<file path="config.mk">
export PLATFORM = sky130hd
export DESIGN_NAME = regfile_wb_sched_flat
export DESIGN_NICKNAME = d
export VERILOG_FILES = /design/src/rtl/rv_pkg.sv /design/src/rtl/regfile_wb_sched_if.sv /design/src/rtl/regfile_wb_sched_arbiter.sv /design/src/rtl/regfile_wb_sched.sv /design/src/flat_wrapper.sv
export SDC_FILE = /design/constraint.sdc
export NUM_CORES = 1
export LEC_CHECK = 0
export BUFFER_PORTS_ARGS = -buffer_cell sky130_fd_sc_hd__buf_2
export CAP_MARGIN = 15
export CORE_MARGIN = 2
export CORE_UTILIZATION = 35
export CTS_CLUSTER_SIZE = 30
export DETAILED_ROUTE_END_ITERATION = 12
export HOLD_SLACK_MARGIN = 0.1
export MAX_ROUTING_LAYER = met4
export PLACE_DENSITY = 0.64
export SYNTH_ARGS = -nofsm -noshare
export SYNTH_HDL_FRONTEND = slang
export SYNTH_HIERARCHICAL = 1
export SYNTH_SLANG_ARGS = --single-unit
</file>
<file path="constraint.sdc">
create_clock -name clk -period 4.4 [get_ports clk]
set_clock_uncertainty 0.2 [all_clocks]
set_input_delay 0.44 -clock clk [delete_from_list [all_inputs] [get_ports clk]]
set_output_delay 0.44 -clock clk [all_outputs]
set_load 0.01 [all_outputs]
</file>
<file path="src/rtl/rv_pkg.sv">
// Shared register-file definitions used by the integer pipeline blocks.
package rv_pkg;
    localparam int REG_ADDR_W = 5;
    localparam int NUM_REGS   = 32;

    typedef logic [REG_ADDR_W-1:0] regaddr_t;
endpackage

</file>
<file path="src/rtl/regfile_wb_sched_if.sv">
// Writeback request bus: NREQ sources with packed address/data lanes and a one-hot grant.
interface regfile_wb_sched_if
    import rv_pkg::*;
#(
    parameter int NREQ = 3,
    parameter int XLEN = 32
);
    logic [NREQ-1:0]            req_valid;
    logic [NREQ-1:0]            req_ready;
    logic [NREQ*REG_ADDR_W-1:0] req_addr;
    logic [NREQ*XLEN-1:0]       req_data;

    modport master (output req_valid, output req_addr, output req_data, input req_ready);
    modport slave  (input req_valid, input req_addr, input req_data, output req_ready);
endinterface

</file>
<file path="src/rtl/regfile_wb_sched_arbiter.sv">
// Round-robin arbiter: combinational one-hot grant, pointer moves past the winner on advance.
module rr_arbiter #(
    parameter int N = 3
) (
    input  logic         clk,
    input  logic         rst,
    input  logic [N-1:0] req,
    input  logic         advance,
    output logic [N-1:0] grant
);
    localparam int PW = (N > 1) ? $clog2(N) : 1;

    logic [PW-1:0] ptr_reg, ptr_next;
    int            ptr_int;

    assign ptr_int = int'(ptr_reg);

    // Distance of candidate i from the current highest-priority slot.
    function automatic int rr_dist(input int i, input int p);
        return (i >= p) ? (i - p) : (i + N - p);
    endfunction

    for (genvar gi = 0; gi < N; gi++) begin : g_cand
        logic blocked;
        always_comb begin
            blocked = 1'b0;
            for (int j = 0; j < N; j++) begin
                if (req[j] && (rr_dist(j, ptr_int) < rr_dist(gi, ptr_int))) begin
                    blocked = 1'b1;
                end
            end
        end
        assign grant[gi] = req[gi] & ~blocked;
    end

    always_comb begin
        ptr_next = ptr_reg;
        if (advance) begin
            for (int i = 0; i < N; i++) begin
                if (grant[i]) begin
                    ptr_next = (i == N - 1) ? '0 : PW'(i + 1);
                end
            end
        end
    end

    always_ff @(posedge clk) begin
        if (rst) begin
            ptr_reg <= '0;
        end else begin
            ptr_reg <= ptr_next;
        end
    end
endmodule

</file>
<file path="src/rtl/regfile_wb_sched.sv">
// Writeback scheduler: arbitrates writebacks onto the single RF write port and tracks busy destinations.
module regfile_wb_sched
    import rv_pkg::*;
#(
    parameter int NREQ = 3,
    parameter int XLEN = 32
) (
    input  logic                    clk,
    input  logic                    rst,
    regfile_wb_sched_if.slave       wb,
    input  logic                    issue_valid,
    input  regaddr_t                issue_rd,
    output logic                    issue_ok,
    input  logic                    flush,
    input  regaddr_t                rs1_addr,
    input  regaddr_t                rs2_addr,
    output logic                    rs1_busy,
    output logic                    rs2_busy,
    output logic                    rf_we,
    output regaddr_t                rf_addr,
    output logic [XLEN-1:0]         rf_data
);
    regaddr_t          addr_arr [NREQ];
    logic [XLEN-1:0]   data_arr [NREQ];
    logic [NREQ-1:0]   grant;
    logic              accept;
    regaddr_t          sel_addr;
    logic [XLEN-1:0]   sel_data;

    logic              rf_we_reg, rf_we_next;
    regaddr_t          rf_addr_reg, rf_addr_next;
    logic [XLEN-1:0]   rf_data_reg, rf_data_next;
    logic [NUM_REGS-1:0] busy_reg, busy_next;

    for (genvar gi = 0; gi < NREQ; gi++) begin : g_lane
        assign addr_arr[gi] = wb.req_addr[gi*REG_ADDR_W +: REG_ADDR_W];
        assign data_arr[gi] = wb.req_data[gi*XLEN +: XLEN];
    end

    rr_arbiter #(.N(NREQ)) u_arb (
        .clk     (clk),
        .rst     (rst),
        .req     (wb.req_valid),
        .advance (accept),
        .grant   (grant)
    );

    assign wb.req_ready = grant;
    assign accept       = |grant;

    always_comb begin
        sel_addr = '0;
        sel_data = '0;
        for (int i = 0; i < NREQ; i++) begin
            if (grant[i]) begin
                sel_addr = addr_arr[i];
                sel_data = data_arr[i];
            end
        end
    end

    // Writes to x0 are consumed but never reach the register file.
    always_comb begin
        rf_we_next   = accept && (sel_addr != '0);
        rf_addr_next = accept ? sel_addr : rf_addr_reg;
        rf_data_next = accept ? sel_data : rf_data_reg;
    end

    assign issue_ok = ~busy_reg[issue_rd];

    // Clear and set hit different registers by construction; flush overrides both.
    always_comb begin
        busy_next = busy_reg;
        if (rf_we_reg) begin
            busy_next[rf_addr_reg] = 1'b0;
        end
        if (issue_valid && issue_ok && (issue_rd != '0)) begin
            busy_next[issue_rd] = 1'b1;
        end
        if (flush) begin
            busy_next = '0;
        end
        busy_next[0] = 1'b0;
    end

    always_ff @(posedge clk) begin
        if (rst) begin
            rf_we_reg   <= 1'b0;
            rf_addr_reg <= '0;
            rf_data_reg <= '0;
            busy_reg    <= '0;
        end else begin
            rf_we_reg   <= rf_we_next;
            rf_addr_reg <= rf_addr_next;
            rf_data_reg <= rf_data_next;
            busy_reg    <= busy_next;
        end
    end

    assign rf_we    = rf_we_reg;
    assign rf_addr  = rf_addr_reg;
    assign rf_data  = rf_data_reg;
    assign rs1_busy = busy_reg[rs1_addr];
    assign rs2_busy = busy_reg[rs2_addr];
endmodule
</file>
<file path="src/flat_wrapper.sv">
// flat-port wrapper written by rule: the top's interface ports become plain ports
module regfile_wb_sched_flat import rv_pkg::*;
#(
    parameter int NREQ = 3,
    parameter int XLEN = 32
)
  (clk, rst, issue_valid, issue_rd, issue_ok, flush, rs1_addr, rs2_addr, rs1_busy, rs2_busy, rf_we, rf_addr, rf_data, wb_req_valid, wb_req_addr, wb_req_data, wb_req_ready);
  regfile_wb_sched_if #(.NREQ(NREQ), .XLEN(XLEN)) wb_i ();
  input  logic clk;
  input  logic rst;
  input  logic issue_valid;
  input  regaddr_t issue_rd;
  output logic issue_ok;
  input  logic flush;
  input  regaddr_t rs1_addr;
  input  regaddr_t rs2_addr;
  output logic rs1_busy;
  output logic rs2_busy;
  output logic rf_we;
  output regaddr_t rf_addr;
  output logic [XLEN-1:0] rf_data;
  input wire logic [$bits(wb_i.req_valid)-1:0] wb_req_valid;
  input wire logic [$bits(wb_i.req_addr)-1:0] wb_req_addr;
  input wire logic [$bits(wb_i.req_data)-1:0] wb_req_data;
  output wire logic [$bits(wb_i.req_ready)-1:0] wb_req_ready;
  assign wb_i.req_valid = wb_req_valid;
  assign wb_i.req_addr = wb_req_addr;
  assign wb_i.req_data = wb_req_data;
  assign wb_req_ready = wb_i.req_ready;
  regfile_wb_sched #(.NREQ(NREQ), .XLEN(XLEN)) u_core (.clk(clk), .rst(rst), .wb(wb_i), .issue_valid(issue_valid), .issue_rd(issue_rd), .issue_ok(issue_ok), .flush(flush), .rs1_addr(rs1_addr), .rs2_addr(rs2_addr), .rs1_busy(rs1_busy), .rs2_busy(rs2_busy), .rf_we(rf_we), .rf_addr(rf_addr), .rf_data(rf_data));
endmodule
</file>
==> results by group, run 1 <==
Detailed routing
  – WL/cell: 18.08 µm
  – Final wirelength: 15.33 mm
  – DRC viols: 0
  – Vias per cell: 5.704
  – Routed Antenna Nets: 0
  – Via count: 4837
  – DR iter-0 viols: 330
  – Initial DRT Pass Iterations: 5

Power and ir drop
  – Design Power: 1.902 mW
  – Maximum VDD drop: 0.1810 mV
  – Leak Pwr: 2.332 nW
  – Pwr/cell area: 326.2 mW/mm²

STA
  – F_max: 0.3385 GHz
  – Final Hold Viols: 0
  – Minimum clock period: 2954 ps
  – Fin Setup TNS: 0 ps
  – Endpoints failing setup: 0
  – RSZ-0062 raised after global routing: no
  – Final setup margin: 1446 ps
  – Slew HR: 0.3412
  – Post-route clock period utilization: 0.6714
  – Fin. max-slew vios: 0
  – Final hold slack: 150.5 ps
  – Worst slew pin tran: 984.5 ps

Worst setup path
  – WP buf/inv: 2
  – Worst Path Required: 3760 ps
  – Crit path launch type: primary input
  – Crit path cell chain: buf_2, mux4_1, a32o_1, a41o_4, a211oi_2, buf_2
  – Crit path top cell by count: buf_2
  – Crit-path max FO: 16
  – Reg-to-Reg Start: u_core/u_arb/ptr_reg[0]
  – Crit path max-delay family: compound AO/OA/AOI/OAI gates
  – Reg2Reg Setup Slack: 1490 ps
  – R2r endpoint: u_core/rf_we
  – Worst path max stage delay: 600 ps
  – Crit Path Category: in2out
  – Nature of the critical path endpoint: output port
  – Critical path's slowest cell: mux4_1
  – Worst reg2reg path depth: 8
  – Worst Path Arrival: 2310 ps

Clock tree
  – Root buffer cell: clkbuf_16
  – Post_cts resized: 0
  – CTS tree: built
  – H-tree depth: 3
  – Clock sink total: 71
  – Clock Latency Late Sink: 340 ps
  – Postcts setup bufs: 0
  – Clock Pin Slew Worst Setup and Hold Paths: 60 ps
  – CTS Buffer Depth: 2
  – CTS Buf Count: 9
  – Hold buffer count at cts: 0

Place
  – Placed instance area: 0.005534 mm²
  – DP Cell Count: 832
  – Setup WS pre-CTS: 1466 ps
  – Port bufs: 176
  – DP HPWL: 11.52 mm
  – GPL Wtd Cong: 0.9446

Logic synthesis
  – Yosys warns: 6
  – Yosys top cell area share: 0.3109
  – Post-synthesis register bit count: 71
  – Commonest cells post-synth: 71 x dfxtp_1, 49 x o21ai_0, 45 x a21oi_1
  – Cell variety after synth: 50
  – Mean Syn Cell Area: 8.708 µm²
  – Most frequent cell after synthesis: dfxtp_1
  – Yosys top cell by area: dfxtp_1
  – Mapped Area: 0.004572 mm²
  – EDFF count, synth: 0
  – Ranking of synthesized cells by area: dfxtp_1 31%, mux4_2 9.4%, nor3b_1 6.4%, a22oi_1 5.6%, o21ai_0 5.4%
  – Ys async rst share: 0
  – Cell count after synthesis: 525
  – Synth Flop Type: dfxtp_1
  – Sequential area share after synthesis: 0.3109
  – Post-synth net total: 662

Layout
  – Largest register FFs: 32
  – Final Util: 0.4601
  – Fin area: 0.005829 mm²
  – Multi-input logic area: 0.002934 mm²
  – Storage element area: 0.001421 mm²
  – Number of diodes: 0
  – Area Growth Syn to Fin: 27.50%
  – Share of cells above drive strength 1: 0.3476
  – NumNets Final: 808
  – Fin cells: 848
  – # fillers: 1241

Flow run
  – Max-cap violations: 0

Floorplanning
  – Total core area: 0.01267 mm²
  – # rows: 41
  – Die area: 0.01399 mm²
  – Ports: 177
  – Starting density of the core: 0.3608
  – Die outline height: 118.3 µm
  – Die width: 118.3 µm

Hold path
  – WHS Path Cells: 3
  – Worst Hold Endpoint: u_core/rf_data[0]
  – Hold Crit Start: wb_req_data[64]
  – Worst Hold Class: in2reg

GRT
  – First-pass GRT wire length: 24.35 mm
  – Vias in the first global route: 4704
  – Largest net degree at the start of global routing: 52
  – GRT Residual Overflow: 0
  – Initial antenna violation count: 0
  – Total GRT Usage: 0.2240

Status
  – Outcome: complete, no violations
how the worst max path moves through the flow:
| stage | start | endpoint | slack, ps | cells past startpoint |
|---|---|---|---|---|
| floorplan | issue_rd[1] | issue_ok | 1780 | 6 |
| global placement | issue_rd[0] | issue_ok | 1520 | 6 |
| detailed placement | issue_rd[0] | issue_ok | 1470 | 6 |
| CTS | issue_rd[0] | issue_ok | 1460 | 6 |
| global route | u_core/u_arb/ptr_reg[0] | u_core/rf_we | 1250 | 8 |
| finish | issue_rd[0] | issue_ok | 1450 | 6 |
layout by cell type (no fill, tap or decap), types with 4 or more instances in the layout:
master | Yosys | final
or3_1 | 4 | 4
nand2_1 | 34 | 34
dfxtp_1 | 71 | 71
or3b_2 | 4 | 4
nor3b_1 | 39 | 38
a221oi_1 | 5 | 5
a211oi_1 | 4 | 4
a22oi_1 | 34 | 34
buf_4 | 0 | 6
buf_2 | 3 | 176
nor2b_1 | 33 | 33
and3_1 | 4 | 4
ha_1 | 4 | 4
clkbuf_8 | 0 | 4
o31ai_1 | 8 | 8
a32o_1 | 7 | 7
mux4_2 | 19 | 19
mux2i_1 | 8 | 8
inv_1 | 9 | 8
clkbuf_16 | 0 | 9
o21ai_0 | 49 | 49
a21oi_1 | 45 | 45
nand3b_1 | 9 | 9
nor3_1 | 9 | 9
o211ai_1 | 16 | 16
nand2b_1 | 6 | 6
nor2_1 | 17 | 17
nand3_1 | 7 | 7
kinds of logic after synthesis:
logic type | synth area share
buffers and inverters | 0.05090
DFF | 0.3109
adders and majority gates | 0.01095
and+or+nand+nor | 0.2282
muxes | 0.1300
AOI/OAI and AO/OA | 0.2690
power by group:
group	internal, mW	leakage (nW)	switching (mW)
Sequential	0.689	0.580	0.0392
Combinational	0.204	1.60	0.256
Clock	0.440	0.151	0.274
worst min-delay path, delay by kind of cell:
kind | cells | cell delay, ps
and+or+nand+nor | 1 | 80
AOI/OAI and AO/OA | 1 | 60
buffers and inverters | 1 | 70
layout make-up:
cell class,count,area share
Tap cell,172,0.03692
Clock buffer,13,0.04808
Inverter,10,0.006439
Multi-Input combinational cell,397,0.5033
Timing Repair Buffer,182,0.1588
Clock inverter,3,0.002576
Sequential cell,71,0.2438
metal layers:
layer	wire (µm)	share of wire	up-vias	GRT usage
met2	7249	0.47	269	0.3515
met4	411	0.027	0	0.1062
met5	0	0	-	-
met3	1340	0.087	31	0.03958
met1	6330	0.41	2247	0.2797
li1	-	-	2290	-
Note: power is estimated with default switching activity, not from simulation.
==> run 2: changes to the inputs <==
- PLACE_DENSITY: 0.64 -> 0.66
- clock period: 4.4 -> 2.7 ns (I/O delays scaled with it)
==> run 2 against run 1 <==
Net effect:
- register-to-register slack got worse by 1300 ps
- utilization is 4.6 points higher
- sequential power grew 62%
- design area is 10% higher
- first-iteration DRC count rose by 38%
- critical path depth decreased by 1
- combinational power is 91% higher
- cell count up 6.7%
- via count is 5.6% higher
- wire length grew 6.9%
- clock power grew 50%
- critical endpoint unchanged
- largest power group unchanged
==> results by group, run 2 (synthesis results as in run 1) <==
Status
  – Outcome: complete, no violations

STA
  – Final setup margin: 112.6 ps
  – Fin Setup TNS: 0 ps
  – RSZ-0062 raised after global routing: no
  – F_max: 0.3865 GHz
  – Minimum clock period: 2587 ps
  – Fin. max-slew vios: 0
  – Post-route clock period utilization: 0.9583
  – Slew HR: 0.6600
  – Final Hold Viols: 0
  – Final hold slack: 110.7 ps
  – Endpoints failing setup: 0
  – Worst slew pin tran: 510.0 ps

Worst setup path
  – Crit path cell chain: mux4_2, a32o_1, a41o_4, a211oi_2, buf_2
  – Critical path's slowest cell: mux4_2
  – Worst Path Required: 2230 ps
  – Crit Path Category: reg2out
  – Crit-path max FO: 4
  – Reg2Reg Setup Slack: 160 ps
  – Worst path max stage delay: 470 ps
  – Crit path launch type: flop
  – Nature of the critical path endpoint: output port
  – Worst reg2reg path depth: 8
  – Worst Path Arrival: 2120 ps

Place
  – GPL Wtd Cong: 0.9152
  – DP HPWL: 11.36 mm
  – Port bufs: 176
  – Setup WS pre-CTS: -75.22 ps

Hold path
  – WHS Path Cells: 4
  – Worst Hold Class: in2reg

Detailed routing
  – Initial DRT Pass Iterations: 5
  – WL/cell: 18.12 µm
  – Via count: 5108
  – Routed Antenna Nets: 0
  – DRC viols: 0
  – DR iter-0 viols: 455
  – Vias per cell: 5.644
  – Final wirelength: 16.40 mm

Layout
  – Area Growth Syn to Fin: 40.31%
  – NumNets Final: 865
  – Final Util: 0.5063
  – Most common cell after layout, fill and taps aside: buf_2
  – # fillers: 1201
  – Multi-input logic area: 0.002953 mm²
  – Most frequent cells in the layout: 176 x buf_2, 71 x dfxtp_1, 49 x o21ai_0
  – Share of cells above drive strength 1: 0.3374
  – Storage element area: 0.001421 mm²
  – Largest register FFs: 32

Power and ir drop
  – Switch share: 0.3057
  – Sequential power share: 0.378
  – Sw Pwr: 0.9582 mW
  – Pwr/cell area: 488.6 mW/mm²
  – Maximum VDD drop: 0.2856 mV
  – Part of the power in combinational logic: 0.280
  – Leak Pwr: 2.580 nW
  – Clock power frac: 0.342
  – Internal power: 2.176 mW
  – Design Power: 3.135 mW

Floorplanning
  – Ports: 177
  – Die outline height: 118.3 µm
  – Die width: 118.3 µm
  – Starting density of the core: 0.3608
  – Die area: 0.01399 mm²
  – Total core area: 0.01267 mm²
  – # rows: 41

Clock tree
  – CTS Buffer Depth: 2
  – Clock Pin Slew Worst Setup and Hold Paths: 60 ps
  – CTS tree: built
  – CTS Buf Count: 9
  – Clock Latency Late Sink: 330 ps
  – Clock sink total: 71
  – H-tree depth: 3
  – Root buffer cell: clkbuf_16

GRT
  – Initial antenna violation count: 1
  – Largest net degree at the start of global routing: 79
  – GRT Residual Overflow: 0
  – Total GRT Usage: 0.2315
  – First-pass GRT wire length: 25.66 mm
  – Vias in the first global route: 5105

Flow run
  – Max-cap violations: 0
==> run 2: cell count changes in the layout (fill, tap and decap cells not counted), sizes merged <==
| cell | change |
|---|---|
| clkbuf | -1 |
| dlygate4sd3 | +45 |
| clkinvlp | +1 |
| buf | +11 |
| diode | +1 |
==> run 2: final timing paths <==
| path | start | to |
|---|---|---|
| max | u_core/busy_reg[19] | issue_ok |
| min | wb_req_data[79] | u_core/rf_data[15] |
| max reg2reg | u_core/u_arb/ptr_reg[0] | u_core/rf_we |
| min reg2reg | u_core/busy_reg[29] | u_core/busy_reg[29] |
==> run 2: layer usage <==
| layer | GRT usage | part of all wire | vias to the layer above |
|---|---|---|---|
| met4 | 0.08358 | 0.026 | 0 |
| met2 | 0.3840 | 0.49 | 259 |
| met1 | 0.2792 | 0.41 | 2419 |
| met3 | 0.04537 | 0.077 | 30 |
| met5 | - | 0 | - |
| li1 | - | - | 2400 |
==> run 2: through the flow <==
step | instances | cell area, µm²
finish | 905 | 6415
global route | 905 | 6415
CTS | 899 | 6334
detailed placement | 839 | 5612
global placement | 839 | 5612
floorplan | 525 | 4572
==> run 2: timing repair <==
| item | CTS | global route |
|---|---|---|
| pin swaps | 0 | 2 |
| hold endpoints to repair | 33 | 0 |
| setup endpoints to repair | 16 | 14 |
| hold buffers | 45 | 0 |
| cloned | 0 | 1 |
| gates resized for setup | 1 | 6 |
| setup buffers | 0 | 4 |
==> run 2: cell type report <==
| cell class | instances | area share |
|---|---|---|
| repair buffers | 239 | 0.2370 |
| flip-flops and latches | 71 | 0.2216 |
| inverters | 10 | 0.005851 |
| well taps | 172 | 0.03355 |
| multi-input cells | 397 | 0.4603 |
| clock inverters | 4 | 0.003511 |
| clock buffers | 11 | 0.03784 |
| diodes | 1 | 0.0003901 |
==> run 2: power by group through the flow <==
stage / combinational [mW] / clock, mW / sequential [mW]
floorplan: 0.440 / 0 / 1.22
global placement: 0.758 / 0 / 1.20
detailed placement: 0.776 / 0 / 1.20
CTS: 0.829 / 1.09 / 1.18
global route: 0.953 / 1.12 / 1.20
finish: 0.878 / 1.07 / 1.18
==> run 2: worst max-delay path: cells and delay by family (launching register included) <==
family / cells / cell delay [ps]
compound gates: 3 / 800
buf+inv: 1 / 180
mux: 1 / 470
flops: 1 / 340
==> run 3: changes to the inputs <==
- CORE_ASPECT_RATIO: not set -> 1.2
- SETUP_SLACK_MARGIN: not set -> 0.3
==> run 3 against run 2 <==
Net effect:
- die area about the same
- clock power up 12%
- worst hold slack worse by 0.73 ps
- combinational power up 2%
- largest power group is now clock
==> results by group, run 3 (synthesis results as in run 1) <==
Status
  – Outcome: complete, no violations

Power and ir drop
  – Leak Pwr: 2.666 nW
  – Sw Pwr: 0.9879 mW
  – Part of the power in combinational logic: 0.272
  – Clock power frac: 0.367
  – Maximum VDD drop: 0.3670 mV
  – Sequential power share: 0.361
  – Internal power: 2.291 mW
  – Pwr/cell area: 498.7 mW/mm²
  – Switch share: 0.3013

Worst setup path
  – Worst Path Required: 2230 ps
  – Crit path launch type: flop
  – Reg2Reg Setup Slack: 380 ps
  – Crit-path max FO: 2
  – Crit Path Category: reg2out
  – Reg-to-Reg Start: u_core/u_arb/ptr_reg[1]
  – Worst Path Arrival: 1980 ps
  – Nature of the critical path endpoint: output port
  – Crit path launch: u_core/busy_reg[19]

Detailed routing
  – Routed wl met3: 1.318 mm
  – Via count: 5205
  – Final wirelength: 16.85 mm
  – Vias per cell: 5.732
  – WL/cell: 18.56 µm
  – DR iter-0 viols: 313
  – Met2 WL: 8.136 mm
  – M1 wire length: 6.806 mm
  – Initial DRT Pass Iterations: 5
  – DRC viols: 0
  – Routed Antenna Nets: 0
  – Highest metal used: met4

Layout
  – Share of cells above drive strength 1: 0.3666
  – # fillers: 1198
  – Most frequent cells in the layout: 176 x buf_2, 64 x dfxtp_1, 49 x o21ai_0
  – Multi-input logic area: 0.002977 mm²
  – Most common cell after layout, fill and taps aside: buf_2
  – NumNets Final: 874
  – Area Growth Syn to Fin: 43.79%
  – Storage element area: 0.001430 mm²
  – Largest register FFs: 32
  – Final Util: 0.5166

Clock tree
  – CTS tree: built
  – Clock Latency Late Sink: 340 ps
  – H-tree depth: 3
  – Root buffer cell: clkbuf_16
  – CTS Buf Count: 9
  – CTS Buffer Depth: 2
  – Clock Pin Slew Worst Setup and Hold Paths: 60 ps
  – Clock sink total: 71

Place
  – DP HPWL: 11.88 mm
  – Port bufs: 176
  – GPL Wtd Cong: 0.8887

STA
  – Worst slew pin tran: 531.8 ps
  – Post-route clock period utilization: 0.9060
  – Slew HR: 0.6427
  – Fin. max-slew vios: 0
  – Endpoints failing setup: 0
  – Final Hold Viols: 0
  – Fin Setup TNS: 0 ps
  – F_max: 0.4088 GHz
  – RSZ-0062 raised after global routing: yes
  – Minimum clock period: 2446 ps

GRT
  – First-pass GRT wire length: 26.94 mm
  – Vias in the first global route: 5211
  – Initial antenna violation count: 0
  – GRT Residual Overflow: 0
  – Largest net degree at the start of global routing: 45
  – Total GRT Usage: 0.2524

Hold path
  – Hold Crit Start: wb_req_data[78]
  – Worst Hold Class: in2reg

Floorplanning
  – Die area: 0.01400 mm²
  – Total core area: 0.01272 mm²
  – Die outline height: 129.2 µm
  – Ports: 177
  – Starting density of the core: 0.3593
  – Die width: 108.3 µm
  – # rows: 45

Flow run
  – Max-cap violations: 0
==> run 3: changes by cell type in the layout (fill, tap and decap cells not counted), sizes merged <==
cell	before	now
bufinv	0	1
buf	193	202
clkbuf	12	10
diode	1	2
bufbuf	0	1
clkinvlp	1	2
==> run 3: worst paths after layout <==
check                             to  cells after the start
hold reg to reg   u_core/busy_reg[3]                      2
setup reg to reg        u_core/rf_we                     10
hold / removal    u_core/rf_data[14]                      4
setup / recovery            issue_ok                      5
==> run 3: what timing repair did <==
action	CTS	global route
setup buffers	8	3
cloned	1	0
hold buffers	45	0
resized for setup	15	15
hold endpoints to repair	30	0
pin swaps	4	6
endpoints found under the setup margin	42	14
==> run 3: cell type report <==
cell class              instances  share of cell area
repair buffers                248              0.2465
well taps                     164             0.03121
multi-input cells             397              0.4528
diodes                          2           0.0007613
clock inverters                 6            0.009136
inverters                      10            0.005710
clock buffers                  10             0.03635
flip-flops and latches         71              0.2175
==> run 3: through the flow <==
step                      std cells  area (µm²)  setup slack (ps)  hold WS (ps)  power, mW
after floorplan                 525        4597             280.8         134.6      1.662
after global placement          833        5615             209.3         294.5      1.953
after detailed placement        833        5615             68.60         303.5      1.976
final                           908        6574             253.8         110.0      3.279
after CTS                       903        6491             182.4         100.2      3.262
after global routing            906        6569             197.4         135.2      3.437
==> run 3: metal layers <==
layer / vias up / global-route usage
li1: 2422 / -
met1: 2452 / 0.3108
met2: 291 / 0.4073
met3: 40 / 0.03672
met4: 0 / 0.1192
met5: - / -
==> run 3: critical path, stage by stage, from the launching register on <==
cell and delay, ps:
dfxtp_2 320, mux4_2 470, a32o_2 300, a41o_4 250, a211oi_2 130, buf_2 160
==> run 3: power by group through the flow <==
stage                     Clock, mW  Combinational, mW  Sequential (mW)
after floorplan                   0              0.447             1.22
after global placement            0              0.751             1.20
after detailed placement          0              0.774             1.20
after CTS                      1.22              0.863             1.18
after global routing           1.27              0.976             1.19
final                          1.20              0.892             1.18
